===== src/rtl/uart_tx_scheduler_if.sv =====
// Requester/transmitter bundle for uart_tx_scheduler.
// The master modport is the scheduler side and the slave modport is the requester/transmitter side.
interface uart_tx_scheduler_if #(
  parameter int unsigned NREQ = 4
);
  logic [NREQ-1:0]   req;
  logic [NREQ*8-1:0] din;
  logic [NREQ-1:0]   grant;
  logic [NREQ-1:0]   ack;
  logic [8:0]        tx_frame;
  logic              tx_load;
  logic              tx_busy;
  logic              tx_err;
  logic              drop;

  modport master (
    input  req, din, tx_busy, tx_err,
    output grant, ack, tx_frame, tx_load, drop
  );

  modport slave (
    output req, din, tx_busy, tx_err,
    input  grant, ack, tx_frame, tx_load, drop
  );
endinterface


===== src/rtl/uart_tx_scheduler.sv =====
// Round-robin scheduler sharing one UART transmitter among NREQ requesters.
// Optional retry-on-error path is enabled by defining UART_TX_SCHED_RETRY_EN.
module uart_tx_scheduler #(
  parameter int unsigned NREQ       = 4,
  parameter bit          PARITY_ODD = 1'b0,
  parameter int unsigned BUSY_TO    = 15,
  parameter int unsigned MAX_RETRY  = 2
) (
  input logic            clk,
  input logic            reset,
  uart_tx_scheduler_if.master bus
);

  localparam int unsigned IdxW = (NREQ > 1) ? $clog2(NREQ) : 1;

  typedef enum logic [2:0] {StIdle, StLoad, StWaitBusy, StWaitDone, StAck} state_e;

  state_e            state_q;
  logic [NREQ-1:0]   grant_q;
  logic [NREQ-1:0]   ack_q;
  logic [8:0]        frame_q;
  logic              tx_load_q;
  logic [IdxW-1:0]   rr_q;
  logic [IdxW-1:0]   g_q;
  logic [7:0]        to_cnt_q;

  logic              win_found;
  logic [IdxW-1:0]   win_idx;
  logic [IdxW-1:0]   cand;
  logic [7:0]        win_data;
  logic              win_par;
  logic [IdxW-1:0]   rr_next;

  // First set request at or after the rr pointer, wrapping modulo NREQ.
  always_comb begin
    win_found = 1'b0;
    win_idx   = '0;
    cand      = '0;
    for (int unsigned i = 0; i < NREQ; i++) begin
      cand = IdxW'((32'(rr_q) + i) % NREQ);
      if (!win_found && bus.req[cand]) begin
        win_found = 1'b1;
        win_idx   = cand;
      end
    end
  end

  assign win_data = bus.din[{win_idx, 3'b000} +: 8];
  assign win_par  = PARITY_ODD ? ~^win_data : ^win_data;
  assign rr_next  = (g_q == IdxW'(NREQ - 1)) ? '0 : g_q + 1'b1;

`ifdef UART_TX_SCHED_RETRY_EN
  logic       err_q;
  logic [2:0] retry_q;
  logic       drop_q;
  logic       err_any;

  assign err_any  = err_q | bus.tx_err;
  assign bus.drop = drop_q;
`else
  logic       unused_err;
  logic [2:0] unused_max_retry;

  assign unused_err       = bus.tx_err;
  assign unused_max_retry = 3'(MAX_RETRY);
  assign bus.drop         = 1'b0;
`endif

  always_ff @(posedge clk or negedge reset) begin
    if (!reset) begin
      state_q   <= StIdle;
      grant_q   <= '0;
      ack_q     <= '0;
      frame_q   <= '0;
      tx_load_q <= 1'b0;
      rr_q      <= '0;
      g_q       <= '0;
      to_cnt_q  <= '0;
`ifdef UART_TX_SCHED_RETRY_EN
      err_q     <= 1'b0;
      retry_q   <= '0;
      drop_q    <= 1'b0;
`endif
    end else begin
      tx_load_q <= 1'b0;
      ack_q     <= '0;
`ifdef UART_TX_SCHED_RETRY_EN
      drop_q    <= 1'b0;
`endif
      unique case (state_q)
        StIdle: begin
          if (win_found) begin
            grant_q <= {{(NREQ-1){1'b0}}, 1'b1} << win_idx;
            g_q     <= win_idx;
            frame_q <= {win_par, win_data};
            state_q <= StLoad;
          end
        end
        StLoad: begin
          tx_load_q <= 1'b1;
          to_cnt_q  <= '0;
          state_q   <= StWaitBusy;
        end
        StWaitBusy: begin
`ifdef UART_TX_SCHED_RETRY_EN
          if (bus.tx_err) err_q <= 1'b1;
`endif
          if (bus.tx_busy) begin
            state_q <= StWaitDone;
          end else if (to_cnt_q == 8'(BUSY_TO - 1)) begin
            // Abandon silently; a still-high req is re-arbitrated from the next slot.
            state_q <= StIdle;
            grant_q <= '0;
            rr_q    <= rr_next;
`ifdef UART_TX_SCHED_RETRY_EN
            err_q   <= 1'b0;
            retry_q <= '0;
`endif
          end else begin
            to_cnt_q <= to_cnt_q + 8'd1;
          end
        end
        StWaitDone: begin
`ifdef UART_TX_SCHED_RETRY_EN
          if (!bus.tx_busy) begin
            if (err_any && (retry_q < 3'(MAX_RETRY))) begin
              err_q   <= 1'b0;
              retry_q <= retry_q + 3'd1;
              state_q <= StLoad;
            end else begin
              ack_q   <= grant_q;
              drop_q  <= err_any;
              state_q <= StAck;
            end
          end else if (bus.tx_err) begin
            err_q <= 1'b1;
          end
`else
          if (!bus.tx_busy) begin
            ack_q   <= grant_q;
            state_q <= StAck;
          end
`endif
        end
        StAck: begin
          grant_q <= '0;
          rr_q    <= rr_next;
          state_q <= StIdle;
`ifdef UART_TX_SCHED_RETRY_EN
          err_q   <= 1'b0;
          retry_q <= '0;
`endif
        end
        default: state_q <= StIdle;
      endcase
    end
  end

  assign bus.grant    = grant_q;
  assign bus.ack      = ack_q;
  assign bus.tx_frame = frame_q;
  assign bus.tx_load  = tx_load_q;

endmodule


===== src/flat_wrapper.sv =====
// flat-port wrapper written by rule: the top's interface ports become plain ports
module uart_tx_scheduler_flat 
#(
  parameter int unsigned NREQ       = 4,
  parameter bit          PARITY_ODD = 1'b0,
  parameter int unsigned BUSY_TO    = 15,
  parameter int unsigned MAX_RETRY  = 2
)
  (clk, reset, bus_req, bus_din, bus_tx_busy, bus_tx_err, bus_grant, bus_ack, bus_tx_frame, bus_tx_load, bus_drop);
  uart_tx_scheduler_if #(.NREQ(NREQ)) bus_i ();
  input logic clk;
  input logic reset;
  input wire logic [$bits(bus_i.req)-1:0] bus_req;
  input wire logic [$bits(bus_i.din)-1:0] bus_din;
  input wire logic [$bits(bus_i.tx_busy)-1:0] bus_tx_busy;
  input wire logic [$bits(bus_i.tx_err)-1:0] bus_tx_err;
  output wire logic [$bits(bus_i.grant)-1:0] bus_grant;
  output wire logic [$bits(bus_i.ack)-1:0] bus_ack;
  output wire logic [$bits(bus_i.tx_frame)-1:0] bus_tx_frame;
  output wire logic [$bits(bus_i.tx_load)-1:0] bus_tx_load;
  output wire logic [$bits(bus_i.drop)-1:0] bus_drop;
  assign bus_i.req = bus_req;
  assign bus_i.din = bus_din;
  assign bus_i.tx_busy = bus_tx_busy;
  assign bus_i.tx_err = bus_tx_err;
  assign bus_grant = bus_i.grant;
  assign bus_ack = bus_i.ack;
  assign bus_tx_frame = bus_i.tx_frame;
  assign bus_tx_load = bus_i.tx_load;
  assign bus_drop = bus_i.drop;
  uart_tx_scheduler #(.NREQ(NREQ), .PARITY_ODD(PARITY_ODD), .BUSY_TO(BUSY_TO), .MAX_RETRY(MAX_RETRY)) u_core (.clk(clk), .reset(reset), .bus(bus_i));
endmodule

===== config.mk =====
export PLATFORM = sky130hd
export DESIGN_NAME = uart_tx_scheduler_flat
export DESIGN_NICKNAME = d
export VERILOG_FILES = /design/src/rtl/uart_tx_scheduler_if.sv /design/src/rtl/uart_tx_scheduler.sv /design/src/flat_wrapper.sv
export SDC_FILE = /design/constraint.sdc
export NUM_CORES = 1
export LEC_CHECK = 0
export ABC_AREA = 1
export ABC_CLOCK_PERIOD_IN_PS = 2000
export CORE_ASPECT_RATIO = 0.8
export CORE_MARGIN = 2
export CORE_UTILIZATION = 30
export CTS_BUF_LIST = sky130_fd_sc_hd__clkbuf_2
export CTS_CLUSTER_DIAMETER = 80
export CTS_CLUSTER_SIZE = 28
export DETAILED_ROUTE_END_ITERATION = 6
export PLACE_DENSITY = 0.59
export SYNTH_ARGS = -nofsm -noshare
export SYNTH_HDL_FRONTEND = slang
export SYNTH_SLANG_ARGS = --single-unit

===== constraint.sdc =====
create_clock -name clk -period 2 [get_ports clk]
set_input_delay 0.4 -clock clk [delete_from_list [all_inputs] [get_ports clk]]
set_output_delay 0.4 -clock clk [all_outputs]
set_load 0.005 [all_outputs]

==> flow_summary_export.csv <==
group,metric,value,unit
worst_setup_path,critPathKind,"flop to flop",
yosys,synth-edff-count,0,
clock_tree,numClockSinks,33,
yosys,syn_avg_cell_area,6.84,µm²
yosys,syn_nets,368,
detailed_routing,wl_met1,3110,µm
clock_tree,cts_hold_buf,0,
yosys,seq_area_frac_synth,0.371,
finish,fill_cells,742,
finish,mostFrequentLayoutCell,"nand2_1",
finish,num_antenna_cells,0,
global_route,grt_pass1_wl,10200,µm
timing,setup-tns-final,-1.58,ns
worst_setup_path,arrival,2.61,ns
finish,drive_gt1_frac,0.350,
floorplan,die_w,100,µm
clock_tree,h-tree-depth,2,
finish,ff_latch_area,828,µm²
floorplan,initial_core_util,0.305,
place,dp_hpwl,4530,µm
finish,final_core_util,0.499,
timing,fin_worst_skew,0.0159,ns
finish,fin_nets,476,
floorplan,io_pins,59,
floorplan,die_height,81,µm
yosys,synth_flop_cell,"dfrtp_1",
global_route,grt_pass1_vias,2290,
yosys,syn_area,2220,µm²
timing,fin_ws,-0.332,ns
yosys,syn_inst,325,
clock_tree,worstSkewPairLatency,0.37,ns
worst_setup_path,r2r_slack,-0.33,ns
place,gp_congestion,0.844,
worst_setup_path,start_kind,"flop",
worst_setup_path,cp_max_fo,8,
timing,drv_slew,0,
detailed_routing,drt_wl_total,6400,µm
detailed_routing,viasPerCell,4.67,
yosys,yosys_warnings,0,
worst_setup_path,cp-end-kind,"flop",
yosys,yosysUniqueCellTypes,32,
detailed_routing,postRouteAntennaNets,0,
min_path,worstHoldPathType,"primary input to asynchronous set/reset pin",
timing,rsz0062_at_grt,"yes",
timing,setup_viol,11,
detailed_routing,drc_errors,0,
clock_tree,cts_buffer_depth,2,
timing,layout_min_cycle_time,2.33,ns
clock_tree,clk_pin_slew,0.19,ns
detailed_routing,first_pass_iters,4,
detailed_routing,top_layer_used,"met4",
detailed_routing,num_vias,2449,
global_route,antenna_found_initial,0,
finish,final_cell_mix,"nand2_1, clkdlybuf4s50_1, buf_4",
place,pre_cts_slack,-0.669,ns
timing,fmax,0.429,GHz
floorplan,die-area,8120,µm²
clock_tree,cts_tree,"yes",
global_route,grt_use_total,0.154,
global_route,grt_overflow,0,
run,max_cap_viol_count,0,
floorplan,num_rows,28,
outcome,status,"complete, but fails checks",
outcome,violations,"negative setup slack",
timing,min_period_over_period,1.17,
clock_tree,cts_root_buffer,"clkbuf_2",
detailed_routing,wire_per_inst,12.2,µm
timing,hold_viol_final,0,
detailed_routing,drt_iter0_drc,100,
clock_tree,numCtsBuffers,5,
detailed_routing,route.met2.wl,3000,µm
global_route,grt_max_degree,34,
detailed_routing,wl_met3,221,µm
finish,multi_input_area,1460,µm²
yosys,synth.ff_latch_count,33,
floorplan,core,7290,µm²
place,portBuffers,56,
yosys,async_reset_ff_frac,1.00,
worst_setup_path,ff2ff_path_depth,20,
finish,syn2layout_area_growth,63.5,%
worst_setup_path,critPathRequiredTime,2.28,ns
## repair_timing
| item | in CTS | in global routing |
|---|---|---|
| buffers inserted | 9 | 8 |
| cloned | 2 | 0 |
| pin swaps | 20 | 31 |
| gates resized for setup | 37 | 64 |
| endpoints found under the setup margin | 9 | 18 |
## worst max-delay path, cell delays in order, from the launching register on
cell and delay, ns:
dfrtp_2 0.49, buf_8 0.16, nand2_4 0.08, nand3_1 0.09, nand2_2 0.12, nand2_2 0.08, nand2_2 0.08, nand2_4 0.06
nand3_4 0.13, buf_12 0.15, nand2_1 0.05, nand2_1 0.08, nand2_2 0.09, nand2_4 0.10, nand3_2 0.09, nand2_2 0.11
nand2_1 0.05, nand2_1 0.07, nand2_1 0.05, nand3_1 0.07, nand2_1 0.05
## kinds of logic after synthesis
logic type,count (synthesis),synth area share
AND/OR/NAND/NOR,211,0.427
buffers and inverters,46,0.0940
flip-flops,33,0.371
AO/OA/AOI/OAI,30,0.0816
adder cells (fa/ha/maj),3,0.0169
XOR/XNOR,1,0.00732
other,1,0.00169
## metrics by stage
stage / std cells / instance area, µm² / hold slack (ns)
2_1_floorplan: 325 / 2240 / 0.104
3_3_place_gp: 497 / 3120 / 0.466
3_5_place_dp: 497 / 3120 / 0.473
4_1_cts: 516 / 3350 / 0.406
5_1_grt: 524 / 3640 / 0.425
6_report: 524 / 3640 / 0.400
## final timing paths
kind / from / to
worst max-delay path: u_core.rr_q[0] / u_core.bus.tx_frame[8]
worst min-delay path: reset / u_core.state_q[2]
worst max register to register: u_core.rr_q[0] / u_core.bus.tx_frame[8]
worst min register to register: u_core.bus.tx_frame[6] / u_core.bus.tx_frame[6]
max in group asynchronous: reset / u_core.rr_q[1]
min in group clk: u_core.bus.tx_frame[6] / u_core.bus.tx_frame[6]
## layout make-up
cell class | instances | share of cell area
multi-input combinational | 246 | 0.401
timing repair buffer | 110 | 0.285
sequential | 33 | 0.228
inverter | 36 | 0.0420
tap | 90 | 0.0310
clock buffer | 6 | 0.00826
clock inverter | 2 | 0.00275
timing repair inverter | 1 | 0.00206
## registers in the layout (all words and copies together) (netlist names)
name,count
u_core.bus.grant,4
u_core.bus.tx_load,1
u_core.to_cnt_q,8
u_core.state_q,3
u_core.rr_q,2
u_core.bus.ack,4
u_core.bus.tx_frame,9
u_core.g_q,2
## cell usage after synthesis (4+ instances only)
master	n	area [µm²]
nand2_1	142	533
dfrtp_1	33	826
inv_1	30	113
nor2_1	18	67.6
nand4_1	16	100
nand2_2	11	68.8
o21ai_0	10	50.1
a21oi_1	9	45.0
nand3_1	7	35.0
nor3_1	6	30.0
inv_2	5	18.8
nand3_2	4	40.0
o32ai_1	4	35.0
## routing by layer
metal,global-route usage,vias to the layer above
met5,0,-
met4,0.0452,0
met3,0.0155,5
met2,0.249,50
met1,0.220,1132
li1,-,1262
Power is left out: the tool's default activity adds up to more than one toggle a clock period on the data nets, which glitch-free logic cannot reach.
==> patch 1: new RTL, same settings <==
`PARITY_ODD` is set to 1'b0 in 2 places; all go to 1'b1.
--- a/src/rtl/uart_tx_scheduler.sv
+++ b/src/rtl/uart_tx_scheduler.sv
@@ -2,7 +2,7 @@
 // Optional retry-on-error path is enabled by defining UART_TX_SCHED_RETRY_EN.
 module uart_tx_scheduler #(
   parameter int unsigned NREQ       = 4,
-  parameter bit          PARITY_ODD = 1'b0,
+  parameter bit          PARITY_ODD = 1'b1,
   parameter int unsigned BUSY_TO    = 15,
   parameter int unsigned MAX_RETRY  = 2
 ) (
--- a/src/flat_wrapper.sv
+++ b/src/flat_wrapper.sv
@@ -2,7 +2,7 @@
 module uart_tx_scheduler_flat 
 #(
   parameter int unsigned NREQ       = 4,
-  parameter bit          PARITY_ODD = 1'b0,
+  parameter bit          PARITY_ODD = 1'b1,
   parameter int unsigned BUSY_TO    = 15,
   parameter int unsigned MAX_RETRY  = 2
 )
Formal check against the unedited RTL: not equivalent (a bounded check fails within 4 cycles, from zero or initial values and one cycle with reset low).
==> patch 1 against the unedited design <==
  * The flow still finishes with violations (setup timing)
  * Via count shrank 0.37%
  * Count of clock-buffer cells in the layout shrank 1
  * Clock skew grew 0.0033 ns
  * Synthesized area shrank 0.51%
  * Routed wire length grew 4.2%
  * Cell area grew 0.10%
  * Worst setup slack gained 0.055 ns
  * Non-clock buffer count shrank 5
  * Sequential cell count is the same
Power is left out: the tool's default activity adds up to more than one toggle a clock period on the data nets, which glitch-free logic cannot reach.
==> patch 1: results (changes against the unedited design) <==
[outcome]
outcome = complete, but fails checks
violations = setup timing

[setup_path]
cp.arrival_ns = 2.57  ; -0.04 ns
r2r.worst_path.cells = 19  ; -5.0%

[yosys]
synth_nets = 371  ; +0.82%
synth.area.top_cells = dfrtp_1, nand2_1, inv_1
synth-seq-area-share_pct = 37.33  ; +0.19 points
synthXorXnorAreaFrac_pct = 0  ; -0.73 points
synth_area_per_cell_um2 = 6.744  ; -1.4%
synth_adder_area_share_pct = 1.697  ; +0.0086 points
synth_common_cells = nand2_1, inv_1, dfrtp_1, nand3_1, nor2_1
synth_compound_area_share_pct = 9.106  ; +0.95 points

[detailed_routing]
wl_met3_um = 267  ; +21%
drtIter0Drc = 64  ; -36%
wl_met2_mm = 3.171  ; +5.6%
routedWlPerCell_um = 12.81  ; +5.0%

[cts]
post_cts_buffers = 6  ; -3
cts_resized = 53  ; +43%

[layout]
fin_area_um2 = 3640  ; +0.10%
finish.net_count = 475  ; -0.21%
final-clk-cell-share_pct = 1.959  ; +0.86 points
multi_input_cells = 245  ; -0.41%
drive_gt1_share_pct = 31.87  ; -3.2 points
buffers = 105  ; -4.5%
fill_cells = 667  ; -10%
buffer_area_share_pct = 27.74  ; -0.75 points
regArea_um2 = 827.0  ; -0.15%
fin_cells = 520  ; -0.76%
inverters = 42  ; +14%
multi_input_area_share_pct = 40.05  ; -0.076 points

[grt]
use_met2_pct = 24.59  ; -0.30 points
grt_pass1_vias = 2164  ; -5.5%
use_met3_pct = 2.668  ; +1.1 points
grt_pass1_wl_mm = 10.05  ; -1.2%
grt_usage_pct = 15.66  ; +0.23 points

[placed_design]
place_congestion = 0.8216  ; -2.7%
pre_cts_ws_ns = -0.6885  ; -0.01916 ns
placed_cell_area_um2 = 3078  ; -1.4%

[timing]
finalSetupViolations = 7  ; -4
fin_ws_ns = -0.2762  ; +0.05532 ns
clock_skew_ns = 0.01915  ; +0.003295 ns
setup_tns_ns = -0.5253  ; +1.053 ns
hold_ws_ns = 0.3787  ; -0.02177 ns

[floorplanning]
die_area_um2 = 8081  ; -0.48%

-- patch 1: changes by cell type in the layout (fill, tap and decap cells not counted), moves of 3 or more --
| cell | before | now |
|---|---|---|
| buf_4 | 43 | 36 |
| nand2_2 | 40 | 31 |
| nand2_4 | 15 | 10 |
| nand4_1 | 16 | 2 |
| nor2_2 | 0 | 4 |
| nand2_8 | 0 | 3 |
| nand3_1 | 5 | 18 |
| inv_1 | 23 | 31 |
| o32ai_1 | 4 | 1 |
| nand2_1 | 99 | 104 |
-- patch 1: worst reg2reg max path, stage by stage (launching register included) --
cell and delay (ns):
dfrtp_2 0.48, buf_6 0.14, nand2_4 0.09, nand2_8 0.08, buf_4 0.14, buf_4 0.12, buf_4 0.12, nand4_1 0.11
nand2_2 0.11, buf_6 0.15, nand2_1 0.07, nand2_2 0.08, inv_1 0.07, nand2_1 0.05, nand2_1 0.08, nand2_1 0.07
nand2_2 0.08, nand2_1 0.05, nand3_1 0.07, nand2_1 0.05
==> patch 2: new RTL, config.mk and constraints unchanged <==
Made on the original files. The 5 states of `state_e` get a one-hot encoding in 5 bits.
--- a/src/rtl/uart_tx_scheduler.sv
+++ b/src/rtl/uart_tx_scheduler.sv
@@ -13,7 +13,7 @@
 
   localparam int unsigned IdxW = (NREQ > 1) ? $clog2(NREQ) : 1;
 
-  typedef enum logic [2:0] {StIdle, StLoad, StWaitBusy, StWaitDone, StAck} state_e;
+  typedef enum logic [4:0] {StIdle = 5'b00001, StLoad = 5'b00010, StWaitBusy = 5'b00100, StWaitDone = 5'b01000, StAck = 5'b10000} state_e;
 
   state_e            state_q;
   logic [NREQ-1:0]   grant_q;
Formal check against the unedited RTL: same outputs for any inputs over 10 cycles, from zero or initial values and one cycle with reset low; not proved beyond that.
==> patch 2 against the unedited design <==
  * The flow still finishes with violations (setup timing)
  * Sequential share of layout area grew 1.8 points
  * Routed wire length fell by 5.8%
  * Largest cell class unchanged
  * Cell area shrank 1.8%
  * Fmax is 6.6% higher
  * Clock skew grew 0.0013 ns
  * Synthesized area increased by 5.2%
  * Worst setup slack gained 0.14 ns
  * Sequential cell count increased by 2
==> patch 2: results (changes against the unedited design) <==
[outcome]
outcome = complete, but fails checks
violations = setup timing

[yosys]
synth.area.top_cells = dfrtp_1, nand2_1, nand4_1
ys_ff_latch = 35  ; +6.1%
synth_common_cells = nand2_1, dfrtp_1, inv_1, nand4_1, nand2_2
synth-seq-area-share_pct = 37.51  ; +0.37 points
synthCells = 336  ; +3.4%
synth_nets = 379  ; +3.0%

[layout]
inverters = 44  ; +19%
multi_input_area_um2 = 1370  ; -6.1%
clockBufferCount = 5  ; -1
buffer_area_share_pct = 27.30  ; -1.2 points
multi_input_cells = 247  ; +0.41%
drive_gt1_share_pct = 28.34  ; -6.7 points
buffers = 100  ; -9.1%
regArea_um2 = 878.3  ; +6.0%

[placed_design]
placed_cell_area_um2 = 3222  ; +3.2%
dp_cells = 520  ; +4.6%
pre_cts_ws_ns = -0.6373  ; +0.03197 ns
dp_hpwl_mm = 4.541  ; +0.22%
place_congestion = 0.8399  ; -0.50%

[detailed_routing]
drtIter0Drc = 77  ; -23%
via_per_inst = 4.536  ; -2.9%
vias = 2445  ; -0.16%
wl_met3_um = 254  ; +15%
wl_met2_mm = 2.793  ; -7.0%
met1_length_mm = 2.891  ; -7.0%
routedWlPerCell_um = 11.17  ; -8.5%

[setup_path]
r2r-start = u_core.rr_q[0]
cp.arrival_ns = 2.50  ; -0.11 ns

[grt]
grt_pass1_wl_mm = 10.24  ; +0.75%
grt_max_degree = 36  ; +5.9%
grt_pass1_vias = 2313  ; +1.0%
antenna_found_initial = 0  ; unchanged
grt_usage_pct = 14.72  ; -0.72 points
use_met2_pct = 24.00  ; -0.89 points
grt_use_met1_pct = 19.41  ; -2.6 points
use_met3_pct = 2.946  ; +1.4 points

[cts]
post_cts_buffers = 11  ; +2
cts_resized = 43  ; +16%
h-tree-depth = 2  ; unchanged
insertion_delay_ns = 0.39  ; +0.02 ns

[timing]
hold_ws_ns = 0.3984  ; -0.002091 ns
clock_skew_ns = 0.01717  ; +0.001312 ns
fin_ws_ns = -0.1870  ; +0.1445 ns
setup_tns_ns = -0.3451  ; +1.233 ns
finalSetupViolations = 5  ; -6

[power_and_ir_drop]
leakagePower_nw = 1.785
pwr-share-comb_pct = 78.3

[floorplanning]
core_um2 = 7462  ; +2.4%

## patch 2: cell families after synthesis
group	count (synthesis)	synth area share [%]
AOI/OAI and AO/OA	34	8.561
adders and majority gates	3	1.605
buffers and inverters	54	10.22
DFF	35	37.51
other	1	0.1604
and+or+nand+nor	209	41.95
## patch 2: worst max-delay path: cells and delay by family (launching register included)
kind | cells | cell delay, ns
buffers and inverters | 3 | 0.39
flip-flops | 1 | 0.49
AND/OR/NAND/NOR | 17 | 1.23
## patch 2: worst max-delay path by stage
stage | endpoint | cells after the start | slack, ns | startpoint
floorplan | u_core.bus.tx_frame[8] | 21 | 0.003 | u_core.rr_q[0]
global placement | u_core.bus.tx_frame[8] | 22 | -0.62 | bus_req[3]
detailed placement | u_core.bus.tx_frame[8] | 20 | -0.64 | bus_req[0]
CTS | u_core.bus.tx_frame[8] | 20 | -0.22 | u_core.rr_q[0]
global route | u_core.bus.tx_frame[8] | 21 | -0.40 | u_core.rr_q[0]
finish | u_core.bus.tx_frame[8] | 20 | -0.19 | u_core.rr_q[0]
